[config.mk]
export PLATFORM = sky130hd
export DESIGN_NAME = pipe_flush_ctrl
export DESIGN_NICKNAME = d
export VERILOG_FILES = /design/src/rtl/pipe_flush_ctrl.sv
export SDC_FILE = /design/constraint.sdc
export NUM_CORES = 1
export LEC_CHECK = 0
export ABC_AREA = 1
export BUFFER_PORTS_ARGS = -buffer_cell sky130_fd_sc_hd__buf_2
export CAP_MARGIN = 20
export CORE_AREA = 2 2 39 41
export DETAILED_ROUTE_END_ITERATION = 10
export DIE_AREA = 0 0 41 43
export GPL_TIMING_DRIVEN = 0
export PLACE_DENSITY = 0.68
export REMOVE_ABC_BUFFERS = 1
export SETUP_SLACK_MARGIN = 0.05
export SLEW_MARGIN = 0
export SYNTH_ARGS = -nofsm -noshare
export SYNTH_HDL_FRONTEND = slang
export SYNTH_SLANG_ARGS = --single-unit
[constraint.sdc]
create_clock -name clk -period 1.4 [get_ports clk]
set_clock_uncertainty 0.05 [all_clocks]
set_input_delay 0.28 -clock clk [delete_from_list [all_inputs] [get_ports clk]]
set_output_delay 0.28 -clock clk [all_outputs]
set_load 0.02 [all_outputs]
[src/rtl/pipe_flush_ctrl.sv]
// Pipeline flush / stall controller.
// Detects MEM-stage redirects (trap, mret, taken branch/jump) and ID/EX
// load-use hazards, drives PC select, stall, bubble and flush controls, and
// squashes a configurable number of in-flight fetch slots after a redirect.
// A data-memory stall freezes everything and defers any pending redirect.
module pipe_flush_ctrl #(
  parameter int unsigned SQUASH_CYCLES = 1  // fetch slots squashed after a redirect, 0..3
) (
  input  logic       clk,
  input  logic       rst,
  input  logic [4:0] i_id_rs1,
  input  logic [4:0] i_id_rs2,
  input  logic       i_id_uses_rs1,
  input  logic       i_id_uses_rs2,
  input  logic [4:0] i_ex_rd,
  input  logic       i_ex_is_load,
  input  logic       i_mem_is_trap,
  input  logic       i_mem_is_mret,
  input  logic       i_mem_is_branch_jump,
  input  logic       i_dmem_stall,
  input  logic       i_imem_ready,
  output logic [1:0] o_pc_sel,
  output logic       o_pc_stall,
  output logic       o_if_id_stall,
  output logic       o_id_ex_bubble,
  output logic       o_if_id_flush,
  output logic       o_id_ex_flush,
  output logic       o_ex_mem_flush,
  output logic       o_inst_nop,
  output logic       o_squashing
);

  typedef enum logic {
    ST_RUN    = 1'b0,
    ST_SQUASH = 1'b1
  } state_t;

  // PC select encodings
  localparam logic [1:0] PC_SEQ    = 2'b00;
  localparam logic [1:0] PC_BRANCH = 2'b01;
  localparam logic [1:0] PC_MEPC   = 2'b10;
  localparam logic [1:0] PC_MTVEC  = 2'b11;

  // Reload value for the squash counter; the parameter range fits in 2 bits.
  localparam logic [1:0] SQUASH_LOAD = SQUASH_CYCLES[1:0];

  state_t     r_state;
  state_t     w_state_next;
  logic [1:0] r_cnt;
  logic [1:0] w_cnt_next;

  logic w_redirect;
  logic w_rs1_hit;
  logic w_rs2_hit;
  logic w_load_use;

  // A redirect is only taken once MEM can actually retire its instruction.
  assign w_redirect = (i_mem_is_trap | i_mem_is_mret | i_mem_is_branch_jump) & ~i_dmem_stall;

  // Load-use hazard: the ID instruction needs a value the EX load has not produced yet.
  // x0 is never a real dependency.
  assign w_rs1_hit  = i_id_uses_rs1 & (i_id_rs1 == i_ex_rd);
  assign w_rs2_hit  = i_id_uses_rs2 & (i_id_rs2 == i_ex_rd);
  assign w_load_use = i_ex_is_load & (i_ex_rd != 5'd0) & (w_rs1_hit | w_rs2_hit);

  // State and squash counter register; reset aborts any squash immediately.
  always_ff @(posedge clk or posedge rst) begin
    if (rst) begin
      r_state <= ST_RUN;
      r_cnt   <= 2'd0;
    end else begin
      r_state <= w_state_next;
      r_cnt   <= w_cnt_next;
    end
  end

  // Next-state logic: freeze on dmem stall, (re)start squash on redirect,
  // count down squash slots only when a fetch is actually delivered.
  always_comb begin
    w_state_next = r_state;
    w_cnt_next   = r_cnt;
    if (!i_dmem_stall) begin
      if (w_redirect) begin
        // A second redirect restarts the squash window rather than extending it.
        if (SQUASH_CYCLES != 0) begin
          w_state_next = ST_SQUASH;
          w_cnt_next   = SQUASH_LOAD;
        end else begin
          w_state_next = ST_RUN;
          w_cnt_next   = 2'd0;
        end
      end else if ((r_state == ST_SQUASH) && i_imem_ready) begin
        // Treat cnt of 0 in SQUASH like the last slot so the FSM can never stick.
        if (r_cnt <= 2'd1) begin
          w_state_next = ST_RUN;
          w_cnt_next   = 2'd0;
        end else begin
          w_cnt_next   = r_cnt - 2'd1;
        end
      end
    end
  end

  // Output decode: dmem stall dominates, then redirect (which overrides a
  // load-use hazard), then the single-cycle load-use stall.
  always_comb begin
    o_pc_sel       = PC_SEQ;
    o_pc_stall     = 1'b0;
    o_if_id_stall  = 1'b0;
    o_id_ex_bubble = 1'b0;
    o_if_id_flush  = 1'b0;
    o_id_ex_flush  = 1'b0;
    o_ex_mem_flush = 1'b0;
    o_inst_nop     = (r_state == ST_SQUASH);
    o_squashing    = (r_state == ST_SQUASH);

    if (i_dmem_stall) begin
      o_pc_stall    = 1'b1;
      o_if_id_stall = 1'b1;
    end else if (w_redirect) begin
      o_if_id_flush = 1'b1;
      o_id_ex_flush = 1'b1;
      o_inst_nop    = 1'b1;
      if (i_mem_is_trap) begin
        o_pc_sel       = PC_MTVEC;
        o_ex_mem_flush = 1'b1;
      end else if (i_mem_is_mret) begin
        o_pc_sel       = PC_MEPC;
        o_ex_mem_flush = 1'b1;
      end else begin
        o_pc_sel       = PC_BRANCH;
      end
    end else if (w_load_use) begin
      o_pc_stall     = 1'b1;
      o_if_id_stall  = 1'b1;
      o_id_ex_bubble = 1'b1;
    end
  end

endmodule

==> results of run 1 <==
==> logic make-up (layout without fill, tap and decap cells) <==
group,after synthesis,after routing,share of synthesized area [%]
compound gates,4,4,4.79
flops,3,3,18.0
simple gates,57,57,54.8
buf+inv,23,64,22.5
==> metrics by stage <==
stage / total power (W) / worst slack (ns)
finish: 0.000469 / 0.0174
global route: 0.000508 / -0.0713
CTS: 0.000461 / -0.0219
detailed placement: 0.000252 / -0.149
global placement: 0.000250 / -0.139
floorplan: 0.000185 / -0.252
==> synth_stat cells <==
cell type and n:
inv_1 21, dfrtp_1 3, nor2_1 14, nand2_1 36, nor3_1 1, nand3_1 5, o21ai_0 1, buf_4 2
a21oi_1 3, nor2_4 1
==> metal layers <==
metal | GRT usage [%] | wire length [um]
met5 | 0 | 0
met4 | 6.00 | 23
met3 | 0.524 | 91
met2 | 28.1 | 758
met1 | 16.5 | 458
==> worst paths after layout <==
path,startpoint,endpoint,slack [ns],depth (start not counted)
setup / recovery,i_mem_is_mret,o_id_ex_bubble,0.02,9
hold / removal,i_imem_ready,r_cnt[0],0.39,4
setup reg to reg,o_squashing,r_cnt[0],0.51,4
hold reg to reg,r_cnt[0],r_cnt[0],0.45,2
max in group asynchronous,rst,r_cnt[0],0.73,3
min in group asynchronous,rst,o_squashing,0.43,3
==> what timing repair did <==
item                                   CTS  global route
pin swaps                               17            15
setup endpoints to repair                4             6
endpoints found under the hold margin    3             0
buffers inserted                         4             0
gates resized for setup                 29            19
hold buffers                             1             0
==> cell type report <==
| cell class | count | area (um2) |
|---|---|---|
| flip-flops and latches | 3 | 75.1 |
| fillers | 144 | 578 |
| multi-input cells | 61 | 292 |
| well taps | 16 | 20.0 |
| clock buffers | 4 | 26.3 |
| inverters | 21 | 83.8 |
| repair buffers | 39 | 309 |
==> where the power goes <==
part | internal [W] | switching, W | leakage (nW) | total [W]
Combinational | 0.000110 | 0.000113 | 0.447 | 0.000223
Clock | 0.000107 | 0.0000447 | 0.0150 | 0.000151
Sequential | 0.0000919 | 0.00000303 | 0.0335 | 0.0000950
==> state kept, by name (all words and copies together) (netlist names) <==
signal       cells
o_squashing      1
r_cnt            2
==> worst min-delay path, cell delays in order <==
cell and delay, ns:
buf_2 0.10, nand3_1 0.11, nand2_1 0.06, nand3_1 0.07
==> reports/metrics.yaml, run 1 <==
critical_path:
  slowest_delay_ns: 0.13
  worst-setup-path-type: "in -> out"
  start_kind: "input port"
  worstPathArrival_ns: 1.05
  crit_chain: "buf_6 > inv_4 > a21oi_4 > nor2_4 > nand2_2 > nor2_2 > nand2_2 > nor2_2 > buf_6"
  path_buf_inv: 3
  worstSetupEndpointType: "output port"
  cp_max_fo: 2
  required_ns: 1.07
  critPathTopFamily: "simple AND/OR/NAND/NOR gates"
  slowest_stage: "buf_6"
cts:
  h-tree-depth: 1
  cts_tree: "yes"
  numClockSinks: 3
  clk_transition_reported_paths_ns: 0.03
  cts.path.max_buffers: 2
  cts_buffers: 3
  worstSkewPairLatency_ns: 0.23
  cts-root-buf: "clkbuf_4"
run_status:
  status: "finished clean"
finish:
  syn_to_final_growth_pct: 92.8
  instances_no_fill: 144
  finish.utilization_pct: 58.2
  final_common_cell: "nand2_1"
  fin_area_um2: 806
  fin_nets: 154
  drive_above_1_share_pct: 49.2
  diodes: 0
  final_cell_mix: "nand2_1, buf_2, inv_1"
hold_path:
  hold_path.class: "in -> reg"
timing:
  slew_headroom_pct: 90.0
  period_share_pct: 98.8
  worst_pin_slew_ns: 0.149
  max_freq_mhz: 723
  report.final.setup_viol: 0
  drv_slew: 0
  final_hold_viol_count: 0
  setup_tns_ns: 0
  rsz0062_at_grt: "yes"
  holdWs_ns: 0.389
  finalCriticalPeriod_ns: 1.38
synth:
  yosysSeqAreaShare_pct: 18.0
  synth_cells: 87
  synth_area_per_cell_um2: 4.80
  yosys_warnings: 0
  synth.largest_area_cell: "nand2_1"
  synthDominantCellAreaShare_pct: 32.3
  synth_area_um2: 418
  ys_seq_elements: 3
  synth_cell_types: 10
  synthTopCellsByArea: "nand2_1, inv_1, dfrtp_1"
floorplanning:
  initial_core_util_pct: 30.2
  rows: 14
  ios: 35
  core_um2: 1380
  die_w_um: 41
  die-area_um2: 1760
  die_h_um: 43
place:
  place_hpwl_um: 890
  port_buffers: 34
  dpl_cell_area_um2: 593
  post-place-cells: 135
  gp_congestion: 0.704
routing:
  drc: 0
  dr.pass1.iters: 4
  vias_per_cell: 4.34
  ant_nets: 0
  vias: 625
  first_iter_violations: 4
  wl_um: 1330
  routedWlPerCell_um: 9.25
global_route:
  grt_use_total_pct: 15.2
  grt_max_degree: 6
  grt_pass1_vias: 546
  antenna_found_initial: 0
  overflow: 0
  grt_pass1_wl_um: 1920
power:
  power.density_nw_per_um2: 583
  p_leak_nw: 0.495
  ir_drop_uv: 438
run:
  drv_cap: 0
No activity file was read; power rests on OpenSTA's default activity.
==> run 2, diff against run 1 <==
--- a/config.mk
+++ b/config.mk
@@ -12,7 +12,7 @@
 export DETAILED_ROUTE_END_ITERATION = 10
 export DIE_AREA = 0 0 41 43
 export GPL_TIMING_DRIVEN = 0
-export PLACE_DENSITY = 0.68
+export PLACE_DENSITY = 0.7
 export REMOVE_ABC_BUFFERS = 1
 export SETUP_SLACK_MARGIN = 0.05
 export SLEW_MARGIN = 0
==> constraint.sdc (replaced) <==
create_clock -name clk -period 1.2 [get_ports clk]
set_clock_uncertainty 0.05 [all_clocks]
set_input_delay 0.24 -clock clk [delete_from_list [all_inputs] [get_ports clk]]
set_output_delay 0.24 -clock clk [all_outputs]
set_load 0.02 [all_outputs]
==> reports/metrics.yaml, run 2 (same netlist as run 1, synthesis figures left out) <==
cts:
  worstSkewPairLatency_ns: 0.23  # about the same
  cts_buffers: 3  # unchanged
  clk_transition_reported_paths_ns: 0.04  # about the same
  cts-root-buf: "clkbuf_4"
  h-tree-depth: 1  # unchanged
  numClockSinks: 3  # unchanged
  cts.path.max_buffers: 2  # unchanged
  cts_tree: "yes"
finish:
  largest_reg_flops: 2  # unchanged
  final_cell_mix: "nand2_1, buf_6, buf_2"
  diodes: 0  # unchanged
  drive_above_1_share_pct: 51.9  # +2.7 points
  syn_to_final_growth_pct: 104
  regMostFlops: "r_cnt"
  fin_nets: 155  # +0.65%
  final_common_cell: "nand2_1"
routing:
  first_iter_violations: 6  # +2
  routedWlPerCell_um: 9.13  # -1.3%
  vias_per_cell: 4.27  # -1.6%
  dr.pass1.iters: 3  # -1
  vias: 619  # -0.96%
  ant_nets: 0  # unchanged
  wl_um: 1320  # -0.60%
  drc: 0  # unchanged
critical_path:
  cp_max_fo: 3  # +1
  start_kind: "input port"
  slowest_delay_ns: 0.12  # about the same
  worstPathArrival_ns: 1.03  # -0.02 ns
  crit_top_cell: "nand2_2"
  required_ns: 0.91  # -0.16 ns
  r2r-end: "r_cnt[0]"
  slowest_stage: "buf_6"
  reg2reg_setup_slack_ns: 0.19  # -0.32 ns
  reg2regPathDepth: 5  # +1
  worstSetupEndpointType: "output port"
  worst-setup-path-type: "in -> out"
  r2r-start: "o_squashing"
  crit_chain: "buf_2 > inv_1 > nor2_2 > nor2_4 > nand2_1 > nor2_1 > nand2_2 > nand2_2 > buf_6"
hold_path:
  hold_path.class: "in -> reg"
  hold_end: "r_cnt[0]"
  holdPathStages: 4  # unchanged
  hp-start: "i_imem_ready"
timing:
  layout_setup_ws_ns: -0.119  # -0.136 ns
  finalCriticalPeriod_ns: 1.32
  period_share_pct: 110
  worst_pin_slew_ns: 0.163  # +0.0142 ns
  final_hold_viol_count: 0  # unchanged
  report.final.setup_viol: 4  # +4
  rsz0062_at_grt: "yes"
  holdWs_ns: 0.332  # -0.0564 ns
  drv_slew: 0  # unchanged
  max_freq_mhz: 758
  setup_tns_ns: -0.383  # -0.383 ns
  slew_headroom_pct: 89.0  # -1.0 points
floorplanning:
  ios: 35  # unchanged
  die-area_um2: 1760  # unchanged
  die_w_um: 41  # unchanged
  die_h_um: 43  # unchanged
  rows: 14  # unchanged
  core_um2: 1380  # unchanged
  initial_core_util_pct: 30.2  # unchanged
power:
  power.density_nw_per_um2: 667  # +14%
  ir_drop_uv: 435  # -0.78%
  p_leak_nw: 0.509  # +2.7%
run_status:
  status: "complete, but fails checks"
  violations: "setup timing"
place:
  gp_congestion: 0.695  # -1.4%
  place_hpwl_um: 874  # -1.8%
  port_buffers: 34  # unchanged
global_route:
  grt_pass1_wl_um: 2000  # +4.3%
  grt_pass1_vias: 551  # +0.92%
  overflow: 0  # unchanged
  antenna_found_initial: 0  # unchanged
  grt_max_degree: 6  # unchanged
  grt_use_total_pct: 16.5  # +1.3 points
run:
  drv_cap: 0  # unchanged
## run 2: cell count changes in the layout (fill, tap and decap cells not counted), sizes merged
cell and delta:
buf +1
## run 2: how the worst max path moves through the flow
stage                                    start        endpoint  slack [ns]
after floorplan                  i_mem_is_trap   o_if_id_stall       -0.37
after global placement           i_mem_is_trap  o_id_ex_bubble       -0.26
after detailed placement         i_mem_is_trap  o_id_ex_bubble       -0.25
after CTS                        i_mem_is_mret  o_id_ex_bubble       -0.14
after global routing               i_id_rs1[4]   o_if_id_stall       -0.21
final                     i_mem_is_branch_jump   o_if_id_stall       -0.12
## run 2: routing by layer
layer	share of wire, %	GRT usage [%]
met1	37	18.4
met5	0	0
met4	0	8.00
met2	57	29.7
met3	5.5	0
## run 2: area by class of cell
| cell class | instances | area, um2 |
|---|---|---|
| multi-input combinational | 61 | 304 |
| inverter | 21 | 88.8 |
| fill | 134 | 533 |
| timing repair buffer | 40 | 337 |
| sequential | 3 | 75.1 |
| clock buffer | 4 | 26.3 |
| tap | 16 | 20.0 |
## run 2: repair_timing
| action | 4_1_cts | 5_1_grt |
|---|---|---|
| pin swaps | 11 | 21 |
| setup endpoints to repair | 7 | 7 |
| endpoints found under the hold margin | 3 | 0 |
| setup buffers | 4 | 1 |
| hold buffers | 1 | 0 |
| resized for setup | 29 | 29 |
## run 2: worst max-delay path, delay by kind of cell
family        cells  cell delay, ns
buf+inv           3            0.28
simple gates      6            0.50
## run 2: through the flow
| step | utilization (%) | power (W) | setup WS [ns] | cell area, um2 | cells |
|---|---|---|---|---|---|
| floorplan | - | 0.000216 | -0.372 | 403 | 85 |
| global placement | 42.9 | 0.000291 | -0.262 | 593 | 135 |
| detailed placement | 42.9 | 0.000294 | -0.248 | 593 | 135 |
| CTS | 54.0 | 0.000536 | -0.136 | 747 | 144 |
| global route | 61.5 | 0.000611 | -0.207 | 851 | 145 |
| finish | 61.5 | 0.000567 | -0.119 | 851 | 145 |
## run 2: power breakdown
group	internal, W	total [W]	switching [W]
Sequential	0.000107	0.000111	0.00000362
Clock	0.000125	0.000178	0.0000536
Combinational	0.000140	0.000278	0.000138
==> run 3, diff against run 2 <==
==> constraint.sdc (replaced) <==
create_clock -name clk -period 1.2 [get_ports clk]
set_clock_uncertainty 0.05 [all_clocks]
set_input_delay 0.06 -clock clk [delete_from_list [all_inputs] [get_ports clk]]
set_output_delay 0.06 -clock clk [all_outputs]
set_load 0.02 [all_outputs]
==> reports/metrics.yaml, run 3 (same netlist as run 1, synthesis figures left out) <==
run_status:
  status: "finished clean"
critical_path:
  worstPathArrival_ns: 0.91  # -0.12 ns
  cp.depth: 9  # unchanged
  cp-startpoint: "i_mem_is_trap"
  r2r-start: "o_squashing"
  r2r-end: "r_cnt[0]"
  path_buf_inv: 3  # unchanged
  endpoint: "o_id_ex_bubble"
  reg2regPathDepth: 4  # -1
  slowest_delay_ns: 0.13  # about the same
  required_ns: 1.09  # +0.18 ns
  cp_max_fo: 4  # +1
  worstSetupEndpointType: "output port"
  start_kind: "input port"
  critPathTopFamily: "simple AND/OR/NAND/NOR gates"
  crit_chain: "buf_2 > inv_2 > a21oi_2 > nor2_4 > nand2_1 > nor2_1 > nand2_2 > nor2_2 > buf_6"
  worst-setup-path-type: "in -> out"
  slowest_stage: "nor2_4"
  reg2reg_setup_slack_ns: 0.31  # +0.12 ns
timing:
  worst_pin_slew_ns: 0.196  # +0.0327 ns
  final_hold_viol_count: 0  # unchanged
  slew_headroom_pct: 86.9  # -2.1 points
  drv_slew: 0  # unchanged
  max_freq_mhz: 981  # +29%
  rsz0062_at_grt: "no"
  finalCriticalPeriod_ns: 1.02  # -0.299 ns
  period_share_pct: 85.0  # -25 points
  setup_tns_ns: 0  # +0.383 ns
  report.final.setup_viol: 0  # -4
  holdWs_ns: 0.151  # -0.181 ns
place:
  gp_congestion: 0.695  # unchanged
  port_buffers: 34  # unchanged
  dpl_cell_area_um2: 593  # unchanged
  place_hpwl_um: 874  # unchanged
cts:
  h-tree-depth: 1  # unchanged
  cts_tree: "yes"
  numClockSinks: 3  # unchanged
  cts-root-buf: "clkbuf_4"
  worstSkewPairLatency_ns: 0.23  # about the same
  clk_transition_reported_paths_ns: 0.04  # about the same
  cts.path.max_buffers: 2  # unchanged
  cts_buffers: 3  # unchanged
routing:
  routedWlPerCell_um: 7.22  # -21%
  dr.pass1.iters: 3  # unchanged
  wl_um: 1030  # -23%
  vias_per_cell: 4.05  # -5.1%
  ant_nets: 0  # unchanged
  drc: 0  # unchanged
  vias: 575  # -7.1%
  first_iter_violations: 9  # +3
finish:
  final_common_cell: "nand2_1"
  fin_area_um2: 659  # -23%
  n_fill_cell: 167  # +25%
  finish.utilization_pct: 47.6  # -14 points
  final_cell_mix: "nand2_1, buf_2, inv_1"
  fin_nets: 152  # -1.9%
  regMostFlops: "r_cnt"
  diodes: 0  # unchanged
  largest_reg_flops: 2  # unchanged
  drive_above_1_share_pct: 35.7  # -16 points
  syn_to_final_growth_pct: 57.8
floorplanning:
  rows: 14  # unchanged
  ios: 35  # unchanged
  die_w_um: 41  # unchanged
  core_um2: 1380  # unchanged
  die_h_um: 43  # unchanged
  initial_core_util_pct: 30.2  # unchanged
  die-area_um2: 1760  # unchanged
global_route:
  grt_pass1_vias: 478  # -13%
  grt_use_total_pct: 13.0  # -3.5 points
  overflow: 0  # unchanged
  grt_pass1_wl_um: 1590  # -20%
  antenna_found_initial: 0  # unchanged
  grt_max_degree: 8  # +2
power:
  ir_drop_uv: 458  # +5.3%
  power.total_w: 0.000484  # -15%
  p_leak_nw: 0.457  # -10%
  power.density_nw_per_um2: 735  # +10%
hold_path:
  hold_path.class: "in -> reg"
run:
  drv_cap: 0  # unchanged
## run 3: stage by stage
step	instances	setup WS, ns
after floorplan	85	-0.0121
after global placement	135	0.0983
after detailed placement	135	0.112
after CTS	140	0.108
after global routing	142	0.0509
final	142	0.180
## run 3: final cells by class
type / instances / area [um2] / area share [%]
flip-flops and latches: 3 / 75.1 / 11.4
well taps: 16 / 20.0 / 3.04
inverters: 21 / 78.8 / 12.0
repair buffers: 37 / 201 / 30.6
clock buffers: 4 / 26.3 / 3.98
multi-input cells: 61 / 258 / 39.1
## run 3: worst min-delay path by stage
stage / from / to / depth (start not counted)
3_3_place_gp: rst / o_squashing / 2
4_1_cts: i_imem_ready / r_cnt[0] / 4
5_1_grt: i_imem_ready / r_cnt[0] / 4
6_report: i_imem_ready / r_cnt[0] / 4
2_1_floorplan: rst / o_squashing / 1
3_5_place_dp: rst / o_squashing / 2
## run 3: tightest hold or removal path, stage by stage
cell and delay (ns):
buf_2 0.09, nand3_1 0.10, nand2_1 0.06, nand3_1 0.08
## run 3: power breakdown
part           internal (W)  switching (W)
registers          0.000107     0.00000324
clock network      0.000125      0.0000533
logic             0.0000838       0.000112
## run 3: routing by layer
metal	track usage [%]	wire, um	up-vias	share of wire [%]
li1	-	-	326	-
met1	15.9	456	231	44
met2	21.3	505	18	49
met3	0	62	0	6.0
met4	8.00	0	0	0
met5	0	0	-	0
## run 3: repair_timing
| item | in CTS | in global routing |
|---|---|---|
| buffers inserted | 0 | 2 |
| setup endpoints to repair | 0 | 3 |
| endpoints found under the hold margin | 3 | 0 |
| hold buffers | 1 | 0 |
| gates resized for setup | 0 | 7 |
